<file path="src/rtl/divisor_pkg.sv">
// divisor_pkg: shared constants and width helpers for the programmable clock divider
package divisor_pkg;

    localparam int CNT_W_DEF        = 17;
    localparam int DEFAULT_HALF_DEF = 50000;
    localparam int MIN_HALF         = 1;

    function automatic int clog2(input int n);
        int r;
        r = 0;
        for (int v = n - 1; v > 0; v = v >> 1) r++;
        return r;
    endfunction

    // channel-select width never collapses to zero bits, even for a single channel
    function automatic int ch_width(input int n);
        return (clog2(n) < 1) ? 1 : clog2(n);
    endfunction

endpackage

</file>
<file path="src/rtl/divisor_chan.sv">
// divisor_chan: one divider channel with a shadowed half-period applied only at period end
module divisor_chan
    import divisor_pkg::*;
#(
    parameter int CNT_W        = CNT_W_DEF,
    parameter int DEFAULT_HALF = DEFAULT_HALF_DEF
) (
    input  logic             clk,
    input  logic             reset,
    input  logic             en,
    input  logic             wr,
    input  logic [CNT_W-1:0] wr_half,
    output logic             clk_o,
    output logic             tick_o,
    output logic             pending_o
);

    localparam logic [CNT_W-1:0] RST_HALF =
        (DEFAULT_HALF < MIN_HALF) ? CNT_W'(MIN_HALF) : CNT_W'(DEFAULT_HALF);

    logic [CNT_W-1:0] cnt_q, cnt_d, half_q, half_d, shadow_q, shadow_d;
    logic             pending_q, pending_d, clk_q, clk_d, tick_q, tick_d;
    logic             boundary, apply;

    // count to half-1, toggle the output there, and hand the shadow over only at a falling edge or while idle
    always_comb begin
        boundary  = en && (cnt_q == half_q - CNT_W'(MIN_HALF));
        apply     = pending_q && (!en || (boundary && clk_q));
        cnt_d     = en ? (boundary ? '0 : cnt_q + CNT_W'(1)) : '0;
        clk_d     = en && (clk_q ^ boundary);
        tick_d    = boundary && !clk_q;
        half_d    = apply ? shadow_q : half_q;
        shadow_d  = wr ? wr_half : shadow_q;
        pending_d = wr || (pending_q && !apply);
    end

    // state register; reset discards any pending shadow
    always_ff @(posedge clk) begin
        if (reset) begin
            cnt_q     <= '0;
            half_q    <= RST_HALF;
            shadow_q  <= RST_HALF;
            pending_q <= 1'b0;
            clk_q     <= 1'b0;
            tick_q    <= 1'b0;
        end else begin
            cnt_q     <= cnt_d;
            half_q    <= half_d;
            shadow_q  <= shadow_d;
            pending_q <= pending_d;
            clk_q     <= clk_d;
            tick_q    <= tick_d;
        end
    end

    assign clk_o     = clk_q;
    assign tick_o    = tick_q;
    assign pending_o = pending_q;

endmodule

</file>
<file path="src/rtl/divisor_prog.sv">
// divisor_prog: multi-channel programmable clock divider with a valid/ready config port
module divisor_prog
    import divisor_pkg::*;
#(
    parameter  int N_CH         = 4,
    parameter  int CNT_W        = CNT_W_DEF,
    parameter  int DEFAULT_HALF = DEFAULT_HALF_DEF,
    localparam int CH_W         = ch_width(N_CH)
) (
    input  logic             clk,
    input  logic             reset,
    input  logic [N_CH-1:0]  en,
    input  logic             cfg_valid,
    output logic             cfg_ready,
    input  logic [CH_W-1:0]  cfg_ch,
    input  logic [CNT_W-1:0] cfg_half,
    output logic [N_CH-1:0]  clk_o,
    output logic [N_CH-1:0]  tick_o
);

    localparam int N_PAD = 1 << CH_W;

    logic [N_PAD-1:0] pend;
    logic [CNT_W-1:0] half_sat;
    logic             accept;

    // saturate a zero half-period; out-of-range channels read as never pending so writes to them are swallowed
    always_comb begin
        half_sat  = (cfg_half < CNT_W'(MIN_HALF)) ? CNT_W'(MIN_HALF) : cfg_half;
        cfg_ready = !pend[cfg_ch];
        accept    = cfg_valid && cfg_ready;
    end

    for (genvar c = 0; c < N_PAD; c++) begin : g_ch
        if (c < N_CH) begin : g_live
            divisor_chan #(
                .CNT_W        (CNT_W),
                .DEFAULT_HALF (DEFAULT_HALF)
            ) u_chan (
                .clk       (clk),
                .reset     (reset),
                .en        (en[c]),
                .wr        (accept && (cfg_ch == CH_W'(c))),
                .wr_half   (half_sat),
                .clk_o     (clk_o[c]),
                .tick_o    (tick_o[c]),
                .pending_o (pend[c])
            );
        end else begin : g_pad
            assign pend[c] = 1'b0;
        end
    end

endmodule

</file>
<file path="config.mk">
export PLATFORM = sky130hd
export DESIGN_NAME = divisor_prog
export DESIGN_NICKNAME = d
export VERILOG_FILES = /design/src/rtl/divisor_pkg.sv /design/src/rtl/divisor_chan.sv /design/src/rtl/divisor_prog.sv
export SDC_FILE = /design/constraint.sdc
export NUM_CORES = 1
export LEC_CHECK = 0
export CORE_MARGIN = 2
export CORE_UTILIZATION = 45
export CTS_CLUSTER_SIZE = 12
export DETAILED_ROUTE_END_ITERATION = 10
export GPL_TIMING_DRIVEN = 0
export MAX_ROUTING_LAYER = met4
export SLEW_MARGIN = 20
export SYNTH_ARGS = -nofsm -noshare
export SYNTH_HDL_FRONTEND = slang
export SYNTH_SLANG_ARGS = --single-unit
</file>
<file path="constraint.sdc">
create_clock -name clk -period 3.9 [get_ports clk]
set_input_delay 0.975 -clock clk [delete_from_list [all_inputs] [get_ports clk]]
set_output_delay 0.975 -clock clk [all_outputs]
set_load 0.02 [all_outputs]
</file>
==> results.toml, run 1 <==
[status]
status = "finished, final reports clean"

[hold_path]
min_to = "g_ch[3].g_live.u_chan.half_q[13]$_SDFFE_PP0P_"
min_path_cells = 2
hold_class = "reg -> reg"
hp-start = "g_ch[3].g_live.u_chan.shadow_q[13]$_SDFFE_PP0P_"

[cells_and_area]
regArea_sq_um = 4325
antenna_cells = 0
fill_cells = 2230
final_area_sq_um = 12060
drive_gt1_share_pct = 7.222
fin_cells = 1642
utilization_pct = 53.11
multi_input_area_sq_um = 5756
nNetsFinal = 1381
syn_to_final_growth_pct = 15.44

[clocking]
clk_pin_slew_ps = 60
clock_path_buffers = 3
htreeDepth = 1
cts_hold_buf = 0
cts_tree = "done"
cts.sinks = 216
worstSkewPairLatency_ps = 530
root_buffer = "clkbuf_16"
numCtsBuffers = 25

[route]
vias = 8652
wl_met2_microns = 11700
drc = 0
drt_first_pass_iters = 7
viasPerCell = 5.269
drt-met1-wl_microns = 12590
dr.first_iter.drc_count = 570
routed.top_layer = "met4"
ant_nets = 0
wire_per_inst_microns = 15.59
met3WireLength_microns = 701
drt-total-wl_microns = 25590

[sta]
whs_ps = 449.8
finalSetupViolations = 0
min_period_ps = 3805
final-max-slew-violation-count = 0
max_freq_mhz = 262.8
rsz0062_at_grt = "no"
hold_viol = 0
skew_ps = 11.31
fin_crit_sh_pct = 97.56
tightest_slew_ps = 979.2
relSlewSlack_pct = 34.22

[grt]
antenna_found_initial = 1
grt_pass1_wl_microns = 42050
grt_remaining_overflow = 0
grt_max_degree = 13
grt_pass1_vias = 8172
grt_use_total_pct = 21.57

[floorplanning]
die_w_microns = 156.4
die_area_sq_um = 24450
num_rows = 55
chipHeight_microns = 156.4
core-area_sq_um = 22710
boundaryPins = 35
start_util_pct = 46.01

[logic_synthesis]
ys.flop_type = "dfxtp_1"
yosys-top-cells-area = "dfxtp_1, nand2_1, xnor2_1"
syn_area_sq_um = 10450
ys_seq_area_share_pct = 41.38
synth_edf_count = 0
syn_inst = 1281
synthArstFlopShare_pct = 0
ys.warnings.count = 0
syn_avg_cell_area_sq_um = 8.157
synth.ff_latch_count = 216
synth.top_cell.area_share_pct = 41.38
synth_top_area_cell = "dfxtp_1"
syn_nets = 1323
synth.distinct_cells = 58

[setup_path]
end_kind = "output pin"
cp.arrival_ps = 2830
crit_required_ps = 2920
cp_common_cell = "clkdlybuf4s50_1"
crit_slowest_cell = "clkdlybuf4s50_1"
rr_startpoint = "g_ch[2].g_live.u_chan.half_q[7]$_SDFFE_PP0P_"
cp_top_family = "buffers and inverters"
critPathLaunchType = "input port"
crit_buf_inv = 2
worst-r2r-cell-count = 13
max_stage_delay_ps = 660
reg2reg_slack_ps = 330
path_class = "in -> out"
crit_chain = "clkdlybuf4s50_1 -> mux2_2 -> o21ai_0 -> clkdlybuf4s50_1"
timing.rr.end = "g_ch[2].g_live.u_chan.half_q[16]$_SDFFE_PP0P_"
cp_max_fo = 5

[placement]
dpl-instance-area_sq_um = 11140
placedCellCount = 1599
port_buffers = 33
place.gp.congestion = 0.8349
post-dp-hpwl_microns = 18300

[flow_run]
max-cap-violations = 0

[power]
p_leak_nw = 4.356
ir_drop_uv = 258.0
power.density_nw_per_um2 = 406.1
-- cell families (layout without fill, tap and decap cells) --
family	Yosys count	in the layout	synth area share, %
and+or+nand+nor	656	656	31.16
DFF	216	216	41.38
AOI/OAI and AO/OA	146	146	8.370
xor gates and xnor gates	146	146	12.24
buffers and inverters	94	170	4.227
adders and majority gates	16	16	1.916
muxes	7	7	0.7065
-- cell type report --
class | instances | share of cell area [%]
Multi-Input combinational cell | 971 | 47.72
Sequential cell | 216 | 35.86
Clock buffer | 34 | 5.716
Buffer | 69 | 3.091
Timing Repair Buffer | 37 | 2.988
Tap cell | 285 | 2.956
Clock inverter | 11 | 1.079
Inverter | 19 | 0.5913
-- cells in the final DEF (no fill, tap or decap), drive strengths merged, types with 4 or more instances in the layout --
master,synthesis,routed
o21ai,11,11
or3,5,5
nand2,297,297
a21oi,99,99
ha,16,16
xnor2,75,75
nor3,92,92
nor2b,9,9
nand4,16,16
nor4,19,19
or4,4,4
nand2b,14,14
nor3b,6,6
clkinv,0,8
nor2,41,41
mux2i,4,4
buf,23,28
a211o,6,6
a31oi,6,6
clkbuf,51,78
nand3,47,47
a2111oi,4,4
dfxtp,216,216
inv,19,19
and2,9,9
clkdlybuf4s50,1,34
nand3b,54,54
and4,6,6
a211oi,6,6
and3,25,25
xor2,71,71
-- cells in the mapped netlist, types with 8 or more instances --
cell type / n
clkbuf_1: 48
inv_1: 19
nor2b_1: 9
xnor2_1: 75
xor2_1: 71
nand4_1: 16
nand2_1: 297
and2_1: 9
nand2b_1: 14
nor4_1: 15
ha_1: 16
a21oi_1: 99
nor3_1: 91
nor2_1: 41
nand3b_1: 54
and3_1: 25
nand3_1: 47
o21ai_0: 11
dfxtp_1: 216
buf_4: 8
-- metrics by stage --
step                power (mW)  TNS (ps)  worst slack [ps]
finish                   4.898         0             95.21
global route             5.062         0             8.240
CTS                      4.939         0             22.71
detailed placement       2.577    -30940            -853.3
global placement         2.574    -30610            -824.5
floorplan                2.470         0             30.57
-- registers in the layout, indices dropped and copies added, names as in the netlist --
register,flops
g_ch.g_live.u_chan.clk_o,4
g_ch.g_live.u_chan.half_q,68
g_ch.g_live.u_chan.pending_o,4
g_ch.g_live.u_chan.shadow_q,68
g_ch.g_live.u_chan.cnt_q,68
g_ch.g_live.u_chan.tick_o,4
-- where the power goes --
group	leakage [nW]	total, mW	internal (mW)	switching (mW)
registers	1.75	2.29	2.25	0.0377
clock network	0.410	2.37	1.43	0.936
logic	2.19	0.245	0.0931	0.152
-- timing repair --
item | CTS | global route
endpoints found under the setup margin | 51 | 58
pin swaps | 3 | 4
setup buffers | 4 | 0
cloned | 0 | 0
endpoints found under the hold margin | 0 | 0
resized for setup | 12 | 26
-- worst max-delay path by stage --
stage | start | endpoint | depth (start not counted)
after global placement | en[2] | g_ch[2].g_live.u_chan.half_q[16]$_SDFFE_PP0P_ | 14
after CTS | g_ch[1].g_live.u_chan.half_q[0]$_SDFFE_PP0P_ | g_ch[1].g_live.u_chan.half_q[10]$_SDFFE_PP0P_ | 16
after detailed placement | en[3] | g_ch[3].g_live.u_chan.half_q[12]$_SDFFE_PP0P_ | 13
after global routing | en[1] | g_ch[1].g_live.u_chan.half_q[10]$_SDFFE_PP0P_ | 13
final | cfg_ch[1] | cfg_ready | 4
after floorplan | g_ch[3].g_live.u_chan.half_q[0]$_SDFFE_PP0P_ | g_ch[3].g_live.u_chan.half_q[10]$_SDFFE_PP0P_ | 16
-- worst reg2reg max path, stage by stage, from the launching register on --
cell,delay [ps]
dfxtp_1,390
nor4_4,490
nand4_1,150
a211oi_1,260
nor3_1,90
or4_4,550
a2111oi_4,370
buf_6,210
ha_1,220
nand2b_1,130
nand2_1,170
buf_2,240
nand2_1,80
a21oi_1,60
-- layer usage --
metal | global-route usage (%) | vias to the layer above
met2 | 34.42 | 103
li1 | - | 4488
met1 | 29.25 | 4024
met3 | 2.409 | 37
met5 | - | -
met4 | 5.592 | 0
Note: power is estimated with default switching activity, not from simulation.
==> inputs of run 2 (changes only) <==
--- a/config.mk
+++ b/config.mk
@@ -5,6 +5,7 @@
 export SDC_FILE = /design/constraint.sdc
 export NUM_CORES = 1
 export LEC_CHECK = 0
+export CAP_MARGIN = 20
 export CORE_MARGIN = 2
 export CORE_UTILIZATION = 45
 export CTS_CLUSTER_SIZE = 12
==> results of run 2 <==
No change in the layout: final DEF, timing and power equal those of run 1.
==> inputs of run 3 (changes only) <==
--- a/config.mk
+++ b/config.mk
@@ -10,6 +10,7 @@
 export CORE_UTILIZATION = 45
 export CTS_CLUSTER_SIZE = 12
 export DETAILED_ROUTE_END_ITERATION = 10
+export GPL_ROUTABILITY_DRIVEN = 0
 export GPL_TIMING_DRIVEN = 0
 export MAX_ROUTING_LAYER = met4
 export SLEW_MARGIN = 20
==> results of run 3 <==
No change in the layout: final DEF, timing and power equal those of run 1.
